### src/rtl/seq_detect_sched.sv
// seq_detect_sched: one run-end detector ("1110" / "0001") shared round-robin by
// NUM_CH serial channels, each keeping its own last-bit / run-length context.
// Build macro SEQ_DETECT_HIT_CNT_EN adds saturating per-channel hit counters;
// without it hit_cnt is tied to zero and no counter state exists.
module seq_detect_sched #(
    parameter int unsigned NUM_CH = 4,
    parameter int unsigned CNT_W  = 8
) (
    input  logic                      clk,
    input  logic                      rst,
    input  logic [NUM_CH-1:0]         bit_valid,
    input  logic [NUM_CH-1:0]         bit_data,
    output logic [NUM_CH-1:0]         bit_ready,
    input  logic [NUM_CH-1:0]         ch_en,
    input  logic [NUM_CH-1:0]         ch_clr,
    output logic                      det_valid,
    output logic [$clog2(NUM_CH)-1:0] det_ch,
    output logic                      det_type,
    output logic [NUM_CH*CNT_W-1:0]   hit_cnt
);

    localparam int unsigned CH_W    = $clog2(NUM_CH);
    localparam int unsigned IDX_W   = CH_W + 1;
    localparam logic [1:0]  RUN_MAX = 2'd3;

    logic [NUM_CH-1:0]      last_q, last_d;
    logic [NUM_CH-1:0][1:0] run_q, run_d;
    logic [CH_W-1:0]        ptr_q, ptr_d;
    logic                   det_valid_q, det_valid_d;
    logic [CH_W-1:0]        det_ch_q, det_ch_d;
    logic                   det_type_q, det_type_d;

    logic [NUM_CH-1:0]      req;
    logic [IDX_W-1:0]       arb_idx;
    logic                   gnt_any;
    logic [CH_W-1:0]        gnt_idx;
    logic                   gnt_bit;
    logic                   gnt_last;
    logic [1:0]             gnt_run;
    logic                   det_hit;

    // A clear pulse on a channel blocks its grant in the same cycle
    assign req = bit_valid & ch_en & ~ch_clr;

    // Round-robin grant search starting at ptr_q; nothing granted during reset
    always_comb begin
        bit_ready = '0;
        gnt_any   = 1'b0;
        gnt_idx   = '0;
        ptr_d     = ptr_q;
        arb_idx   = '0;
        if (!rst) begin
            for (int unsigned k = 0; k < NUM_CH; k++) begin
                arb_idx = IDX_W'(ptr_q) + IDX_W'(k);
                if (arb_idx >= IDX_W'(NUM_CH)) begin
                    arb_idx = arb_idx - IDX_W'(NUM_CH);
                end
                if (!gnt_any && req[arb_idx[CH_W-1:0]]) begin
                    gnt_any                       = 1'b1;
                    gnt_idx                       = arb_idx[CH_W-1:0];
                    bit_ready[arb_idx[CH_W-1:0]]  = 1'b1;
                    ptr_d = (arb_idx == IDX_W'(NUM_CH - 1)) ? '0
                                                            : CH_W'(arb_idx + IDX_W'(1));
                end
            end
        end
    end

    // Context update of the granted channel, detection decode, per-channel clear
    always_comb begin
        last_d      = last_q;
        run_d       = run_q;
        det_valid_d = 1'b0;
        det_ch_d    = det_ch_q;
        det_type_d  = det_type_q;
        gnt_bit     = bit_data[gnt_idx];
        gnt_last    = last_q[gnt_idx];
        gnt_run     = run_q[gnt_idx];
        det_hit     = gnt_any && (gnt_run == RUN_MAX) && (gnt_bit != gnt_last);
        if (gnt_any) begin
            if ((gnt_run == 2'd0) || (gnt_bit != gnt_last)) begin
                last_d[gnt_idx] = gnt_bit;
                run_d[gnt_idx]  = 2'd1;
            end else if (gnt_run != RUN_MAX) begin
                run_d[gnt_idx] = gnt_run + 2'd1;
            end
        end
        if (det_hit) begin
            det_valid_d = 1'b1;
            det_ch_d    = gnt_idx;
            det_type_d  = gnt_last;
        end
        for (int unsigned i = 0; i < NUM_CH; i++) begin
            if (ch_clr[i]) begin
                last_d[i] = 1'b0;
                run_d[i]  = 2'd0;
            end
        end
    end

    // Context, pointer and detection output registers
    always_ff @(posedge clk) begin
        if (rst) begin
            last_q      <= '0;
            run_q       <= '0;
            ptr_q       <= '0;
            det_valid_q <= 1'b0;
            det_ch_q    <= '0;
            det_type_q  <= 1'b0;
        end else begin
            last_q      <= last_d;
            run_q       <= run_d;
            ptr_q       <= ptr_d;
            det_valid_q <= det_valid_d;
            det_ch_q    <= det_ch_d;
            det_type_q  <= det_type_d;
        end
    end

    assign det_valid = det_valid_q;
    assign det_ch    = det_ch_q;
    assign det_type  = det_type_q;

`ifdef SEQ_DETECT_HIT_CNT_EN
    logic [NUM_CH-1:0][CNT_W-1:0] cnt_q, cnt_d;

    // Saturating per-channel hit counters, bumped alongside the detection strobe
    always_comb begin
        cnt_d = cnt_q;
        for (int unsigned i = 0; i < NUM_CH; i++) begin
            if (ch_clr[i]) begin
                cnt_d[i] = '0;
            end else if (det_hit && (gnt_idx == CH_W'(i)) && (cnt_q[i] != {CNT_W{1'b1}})) begin
                cnt_d[i] = cnt_q[i] + CNT_W'(1);
            end
        end
    end

    // Counter registers
    always_ff @(posedge clk) begin
        if (rst) begin
            cnt_q <= '0;
        end else begin
            cnt_q <= cnt_d;
        end
    end

    assign hit_cnt = cnt_q;
`else
    assign hit_cnt = '0;
`endif

endmodule
### config.mk
export PLATFORM = sky130hd
export DESIGN_NAME = seq_detect_sched
export DESIGN_NICKNAME = d
export VERILOG_FILES = /design/src/rtl/seq_detect_sched.sv
export SDC_FILE = /design/constraint.sdc
export NUM_CORES = 1
export LEC_CHECK = 0
export CORE_MARGIN = 4
export CORE_UTILIZATION = 35
export CTS_BUF_LIST = sky130_fd_sc_hd__clkbuf_8
export CTS_CLUSTER_SIZE = 24
export DETAILED_ROUTE_END_ITERATION = 8
export PLACE_DENSITY_LB_ADDON = 0.12
export SYNTH_ARGS = -nofsm -noshare
export SYNTH_HDL_FRONTEND = slang
export SYNTH_SLANG_ARGS = --single-unit
### constraint.sdc
create_clock -name clk -period 5.7 [get_ports clk]
set_clock_uncertainty 0.05 [all_clocks]
set_input_delay 1.14 -clock clk [delete_from_list [all_inputs] [get_ports clk]]
set_output_delay 1.14 -clock clk [all_outputs]
set_load 0.01 [all_outputs]
==> qor.txt <==
====================================================================================
Clock slew at reported path FFs .......................................        60 ps
Final design instance area without fill ...............................   2305 sq um
Post-cts hold buffer count ............................................            0
Fraction of final layout cells sized beyond drive strength 1 ..........       8.273%
Ports .................................................................           58
Type of origin of the critical path ................................... primary input
Switching share of power ..............................................       40.47%
Post-CTS Setup Repair Bufs ............................................            0
Buffers from clock root to sink, at most ..............................            2
CP Data Arrival Time ..................................................      3680 ps
Combinational Power Share .............................................        48.1%
Share of total power in sequential cells ..............................        32.2%
Worst-margin pin slew .................................................     644.4 ps
Total of endpoints with negative setup slack in the final report ......            0
Result of the run ..................................................... complete, no violations
Core Rows .............................................................           28
TritonCTS clock tree ..................................................        built
Total power after layout ..............................................    0.4459 mW
Master cell of the clock root buffer ..................................     clkbuf_8
Worst hold endpoint ................................................... det_type$_SDFFE_PP0P_
Worst endpoint required time ..........................................      4510 ps
Final Hold Viols ......................................................            0
Filler instances ......................................................          624
Minimum clock period ..................................................      4875 ps
Post-place instance area ..............................................   2263 sq um
Placeable Area ........................................................   5886 sq um
Number of sinks driven by the clock tree ..............................           18
# H-tree levels .......................................................            1
Post-Syn Area .........................................................   2111 sq um
Sum Neg Setup Slack ...................................................         0 ps
Total wire length after detailed routing ..............................      4966 um
Final Util ............................................................       39.16%
Clock share of power ..................................................        19.6%
Top FF cell, synth ....................................................      dfxtp_1
Cell internal power dissipation .......................................    0.2655 mW
Layout net count ......................................................          308
Max_cap viols .........................................................            0
Area overhead of the layout relative to synthesis .....................       9.188%
Total power per unit cell area ........................................ 193.5 nW/um^2
First-pass GRT wire length ............................................      7976 um
Path category of the worst min-delay check ............................      reg2reg
Die width .............................................................     85.66 um
Remaining number of nets flagged by the antenna check after routing ...            0
Top cells by area in the synthesized netlist .......................... dfxtp_1, buf_4, mux2i_1
Overflow after GRT ....................................................            0
Setup slack on the worst flop-to-flop path ............................      1090 ps
Unrepaired setup endpoints after global routing .......................        false
Post-cts sizing count .................................................            0
Number of standard cells after synthesis ..............................          260
Initial antenna violation count .......................................            0
Insertion delay of the later-clocked pin in the worst-skew pair .......       250 ps
Sequential fraction of the synthesis area .............................       17.07%
Hold path cells .......................................................            2
Critical Path Fanout Max ..............................................            9
Period utilization ....................................................       85.52%
Total die area ........................................................   7338 sq um
Storage element area ..................................................  360.3 sq um
Detailed-router iteration count before antenna repair .................            4
1st-iter DRT viols ....................................................           40
Port-buffer cells .....................................................           25
Crit Reg-Reg Startpoint ............................................... ptr_q[0]$_SDFFE_PP0P_
Count of state elements after synthesis ...............................           18
DRC Markers ...........................................................            0
Type of the setup path with the least slack ...........................       in2out
Average wire per cell in the routed design ............................     14.07 um
LEAKAGE ...............................................................    0.9427 nW
Peak ir drop on the vdd network .......................................  0.0001291 V
Via count of the routed design ........................................        1,845
Reported net switching power ..........................................    0.1804 mW
Effective utilization at floorplan ....................................       35.86%
Weighted congestion at the end of routability-driven global placement .       0.8258
Number of unique standard cell types used by synthesis ................           61
Largest net degree at the start of global routing .....................           21
Post-detailed-route via-to-cell ratio .................................        5.227
Number of enable flip-flop cells after synthesis ......................            0
Achievable Freq .......................................................    205.1 MHz
Share of flip-flops with an asynchronous set or reset .................           0%
Crit path capture type ................................................   output pin
Yosys warning count ...................................................            0
Die Ht ................................................................     85.66 um
Ant. Diodes ...........................................................            0
Gr usage total ........................................................       13.23%
Library cell occupying the most area in the post-synthesis netlist ....      dfxtp_1
Mean cell area of the mapped netlist ..................................  8.118 sq um
Detailed placement HPWL ...............................................      3939 um
Cells on worst reg2reg path ...........................................           15
Number of slew-limit violations in the final report ...................            0
Num CTS Buffers .......................................................            3
Yosys top cell area share .............................................       17.07%
Worst max-slew margin expressed relative to the limit .................       56.98%
Number of global-route vias before repair .............................        1,718
Critical hold path startpoint ......................................... det_type$_SDFFE_PP0P_
Multi-input combinational cell area ...................................   1506 sq um
Crit Reg-Reg Endpoint ................................................. run_q[7]$_SDFFE_PP0P_
====================================================================================
## synthesized netlist by cell type, types with 4 or more instances
cell type / instances
a22oi_1: 4
and3b_1: 4
a211oi_1: 5
nor3_1: 5
a21oi_1: 12
nand2_1: 17
o21ai_1: 4
buf_4: 35
nand3b_1: 4
and2_1: 4
nand2b_1: 4
buf_6: 4
o21ai_0: 9
mux2i_1: 15
inv_1: 7
dfxtp_1: 18
nor2_1: 28
a221oi_1: 5
nand3_1: 5
ha_1: 10
## through the flow
step	setup WS (ps)	hold slack [ps]	instances
2_1_floorplan	1393	412.6	291
3_3_place_gp	681.1	412.0	350
3_5_place_dp	666.2	418.5	350
4_1_cts	811.8	427.7	353
5_1_grt	558.7	465.6	353
6_report	825.3	426.8	353
## area by class of cell
class	instances	share of cell area (%)
inverters	8	1.303
flip-flops and latches	18	15.64
clock buffers	3	1.792
repair buffers	28	11.83
multi-input cells	221	65.36
well taps	75	4.072
## worst max-delay path by stage
stage                                startpoint                     to  slack [ps]  depth (start not counted)
final                                 ch_clr[3]           bit_ready[1]         830                          9
after global routing      ptr_q[0]$_SDFFE_PP0P_  run_q[7]$_SDFFE_PP0P_         560                         15
after CTS                             ch_clr[3]           bit_ready[1]         810                          9
after detailed placement              ch_clr[3]  run_q[1]$_SDFFE_PP0P_         670                         14
after global placement                ch_clr[3]  run_q[7]$_SDFFE_PP0P_         680                         13
after floorplan                    bit_valid[1]  run_q[7]$_SDFFE_PP0P_        1390                         15
## metal layers
layer	global-route usage, %	routed length (um)	part of all wire (%)	up-vias
met2	21.89	2184	44	72
met5	0	0	0	-
li1	-	-	-	924
met1	18.13	2411	49	845
met3	2.498	342	6.9	4
met4	2.302	27	0.54	0
## sequential cells by signal (all words and copies together) (netlist names)
| name | cells |
|---|---|
| det_ch | 2 |
| det_type | 1 |
| det_valid | 1 |
| last_q | 4 |
| ptr_q | 2 |
| run_q | 8 |
## worst max-delay path, cell delays in order
cell	delay, ps
clkdlybuf4s50_1	510
and3b_1	290
mux4_2	620
nor2b_4	240
a22oi_1	90
nor2_1	100
a221oi_1	50
nor2_1	110
clkdlybuf4s50_1	540
## cells in the final DEF (no fill, tap or decap), types with 2 or more instances in the layout
cell             instances
conb_1                  32
nor2_1                  28
clkdlybuf4s50_1         25
dfxtp_1                 18
nand2_1                 17
mux2i_1                 15
a21oi_1                 12
ha_1                    10
o21ai_0                  9
inv_1                    7
a211oi_1                 5
nand3_1                  5
a221oi_1                 5
nor3_1                   5
nand3b_1                 4
nand2b_1                 4
and3b_1                  4
and2_1                   4
a22oi_1                  4
o21ai_1                  4
or4_1                    3
a21boi_0                 3
and4_2                   3
o21a_1                   3
clkbuf_8                 3
buf_4                    3
a211o_1                  2
nor4_1                   2
a32oi_1                  2
mux4_2                   2
nor2b_1                  2
mux2_2                   2
xor2_1                   2
xnor2_1                  2
or3_1                    2
## power by group through the flow
stage | clock [mW] | sequential [mW] | combinational, mW
3_3_place_gp | 0 | 0.146 | 0.217
2_1_floorplan | 0 | 0.142 | 0.183
3_5_place_dp | 0 | 0.146 | 0.214
4_1_cts | 0.0934 | 0.143 | 0.214
6_report | 0.0876 | 0.144 | 0.215
5_1_grt | 0.0963 | 0.145 | 0.240
## kinds of logic after synthesis
logic type,share of synthesized area [%]
and+or+nand+nor,23.71
muxes,12.27
DFF,17.07
AOI/OAI and AO/OA,22.11
xor gates and xnor gates,1.660
buffers and inverters,17.07
other,0.1777
adders and majority gates,5.928
(Power assumes the default switching activity.)
==> RTL edit 1: new RTL, same settings <==
Set the parameter `CNT_W` to 12 (it was 8).
--- a/src/rtl/seq_detect_sched.sv
+++ b/src/rtl/seq_detect_sched.sv
@@ -4,7 +4,7 @@
 // without it hit_cnt is tied to zero and no counter state exists.
 module seq_detect_sched #(
     parameter int unsigned NUM_CH = 4,
-    parameter int unsigned CNT_W  = 8
+    parameter int unsigned CNT_W  = 12
 ) (
     input  logic                      clk,
     input  logic                      rst,
Ports: changed (resized hit_cnt); port bits go from 58 to 74. No check against the original RTL was run, so the function may have changed too.
==> RTL edit 1 against the unedited design <==
Setup slack worse by 53 ps; critical endpoint is now bit_ready[3]; cell area up 3.2%; routed wire length up 7.6%; area after synthesis up 5.7%; die area up 5.1%; synthesized cell count up 6.2%; sequential cell count unchanged; total power up 5.5%; final cell count up 4.8%.
==> RTL edit 1: results (changes against the unedited design) <==
| Metric | Value |
|---|---|
| M1 WL | 2525 um (was 2411 um) |
| Synth top cells by count | buf_4, nor2_1, dfxtp_1 (unchanged) |
| Worst reg-to-reg setup slack | 1050 ps (was 1090 ps) |
| Outcome | completed (unchanged) |
| Met2 routed WL | 2451 um (was 2184 um) |
| Critical path's largest stage delay | 640 ps (was 620 ps) |
| Area of the multi-input gates | 1567 um^2 (was 1506 um^2) |
| Dpl hpwl | 4243 um (was 3939 um) |
| Met3 wire len | 320 um (was 342 um) |
| GR Util met3 | 2.352% (was 2.498%) |
| Layout cells sized above 1 | 8.136% (was 8.273%) |
| Number of global-route vias before repair | 1674 (was 1718) |
| Met1 Resource Use GR | 19.00% (was 18.13%) |
| Design area | 2379 um^2 (was 2305 um^2) |
| Largest net degree at the start of global routing | 18 (was 21) |
| Fill count | 635 (was 624) |
| Worst-Margin Slew | 629.8 ps (was 644.4 ps) |
| Nets | 324 (was 308) |
| Total Wirelength | 5342 um (was 4966 um) |
| Crit path launch | ch_clr[2] (was ch_clr[3]) |
| Comb_multi_in | 237 (was 221) |
| Clock buf count | 4 (was 3) |
| Met2 Track Usage GR | 22.60% (was 21.89%) |
| CP arrival | 3740 ps (was 3680 ps) |
| Vias per cell | 5.081 (was 5.227) |
| Compound-cell area share of the yosys netlist | 20.92% (was 22.11%) |
## RTL edit 1: cell count changes in the layout (fill, tap and decap cells not counted)
cell and delta:
conb_1 +16, clkbuf_8 +1
## RTL edit 1: stage by stage
stage	setup WS, ps	hold slack, ps	std cells	total power [W]
final	771.9	425.5	370	0.0004705
after floorplan	1393	412.6	323	0.0003377
after CTS	777.3	428.0	370	0.0004749
after global placement	664.9	414.3	366	0.0003657
after detailed placement	591.4	418.2	366	0.0003655
after global routing	574.9	464.8	370	0.0005045
## RTL edit 1: worst register-to-register path: stages, from the launching register on
cell	delay [ps]
dfxtp_1	720
inv_2	270
ha_1	540
nand2b_1	180
nor4_1	60
o21ai_0	160
nand3_1	300
o31ai_4	660
mux2i_1	250
nor2_1	70
a221o_1	270
ha_1	250
o311ai_0	400
a21boi_0	170
o21a_1	200
==> RTL edit 2: new RTL, same settings <==
Made on the original files. Build with the macro `SEQ_DETECT_HIT_CNT_EN` defined.
--- a/src/rtl/seq_detect_sched.sv
+++ b/src/rtl/seq_detect_sched.sv
@@ -2,6 +2,8 @@
 // NUM_CH serial channels, each keeping its own last-bit / run-length context.
 // Build macro SEQ_DETECT_HIT_CNT_EN adds saturating per-channel hit counters;
 // without it hit_cnt is tied to zero and no counter state exists.
+`define SEQ_DETECT_HIT_CNT_EN
+
 module seq_detect_sched #(
     parameter int unsigned NUM_CH = 4,
     parameter int unsigned CNT_W  = 8
Check against the original RTL: not equivalent (Yosys sat finds a counterexample within 10 cycles, from zero or initial values and one cycle with rst high).
==> RTL edit 2 against the unedited design <==
Global-route usage is 2.5 points higher; combinational power is 74% higher; sequential cell count is 32 higher; setup slack worse by 320 ps; routed wire length up 72%; via count rose by 68%; area after synthesis is 54% higher; critical path type unchanged; cell area rose by 76%; total power increased by 120%.
==> RTL edit 2: results (changes against the unedited design) <==
| Metric | Value |
|---|---|
| Outcome | completed (unchanged) |
| Synth top cells by count | nor2_1, dfxtp_1, nand2_1 (was buf_4, nor2_1, dfxtp_1) |
| Layout cells sized above 1 | 8.259% (was 8.273%) |
| ClkCell Share | 2.707% (was 1.792%) |
| Fill count | 866 (was 624) |
| CP arrival | 4010 ps (was 3680 ps) |
| Peak VDD IR | 0.1354 mV (was 0.1291 mV) |
| Seq/Total Area, Yosys | 30.80% (was 17.07%) |
| Mux contribution to synthesized area | 5.352% (was 12.27%) |
| Vias per cell | 5.588 (was 5.227) |
| Total Routing Usage GR | 15.73% (was 13.23%) |
| Signal buf overhead | 16.24% (was 11.83%) |
| Number of global-route vias before repair | 2931 (was 1718) |
| Worst hold path startpoint | run_q[7] (was det_type) |
| Multi-input gate share of total cell area | 52.20% (was 65.36%) |
| Reg-to-Reg End | hit_cnt[29] (was run_q[7]) |
| Compound-cell area share of the yosys netlist | 19.21% (was 22.11%) |
| Final RePlAce weighted congestion | 0.8364 (was 0.8258) |
| Critical path's largest stage delay | 570 ps (was 620 ps) |
| #FFs+latches synth | 50 (was 18) |
| Netlist cell types | 69 (was 61) |
| Hold slack | 416.0 ps (was 426.8 ps) |
| Pre-CTS WS | 563.1 ps (was 666.2 ps) |
| First-pass GRT wire length | 14400 um (was 7976 um) |
| Post-DP Area | 3958 um^2 (was 2263 um^2) |
| Hold EP | run_q[7] (was det_type) |
| Fin crit share | 91.22% (was 85.52%) |
| Mean Syn Cell Area | 8.332 um^2 (was 8.118 um^2) |
| H-tree levels | 2 (was 1) |
| Adder-cell share of the synthesized area | 5.006% (was 5.928%) |
| Layout Cells excl Fill | 556 (was 353) |
| Signal buffers | 69 (was 28) |
| Comb_multi_in | 311 (was 221) |
| Design area | 4068 um^2 (was 2305 um^2) |
| R2r startpoint | ptr_q[1] (was ptr_q[0]) |
| Dpl hpwl | 6426 um (was 3939 um) |
| # placed instances | 548 (was 350) |
| Worst reg-to-reg setup slack | 940 ps (was 1090 ps) |
| Lkg Pwr | 1.432 nW (was 0.9427 nW) |
| Synth Area in XOR/XNOR | 6.739% (was 1.660%) |
| Clk pin slew, worst setup/hold paths | 80 ps (was 60 ps) |
| Nets | 478 (was 308) |
| Max FFs per register | 32 (was 8) |
| Logic inverters | 10 (was 8) |
RTL edit 2: cell count changes in the layout (fill, tap and decap cells not counted), sizes merged, moves of 9 or more:
cell           delta
clkdlybuf4s50    +32
buf               +9
nand2            +14
conb             -32
dfxtp            +32
xor2             +15
nand3            +11
nand4            +13
nor2             +27
RTL edit 2: worst reg2reg max path, delay by kind of cell (launching register included):
family / cells / cell delay (ps)
buffers and inverters: 2 / 500
AOI/OAI and AO/OA: 2 / 460
xor gates and xnor gates: 1 / 180
DFF: 1 / 640
muxes: 2 / 360
and+or+nand+nor: 6 / 1410
adders and majority gates: 2 / 1090
RTL edit 2: where the power goes:
group | switching (W) | leakage (nW) | internal (W)
clock | 0.000121 | 0.0556 | 0.000129
sequential | 0.0000122 | 0.403 | 0.000357
combinational | 0.000227 | 0.973 | 0.000147
total | 0.000360 | 1.43 | 0.000634
RTL edit 2: layer usage:
metal  global-route usage, %  wire length, um
met1                   20.17             3937
met2                   27.12             4159
met3                   2.855              337
met4                   3.989               87
met5                       0                0
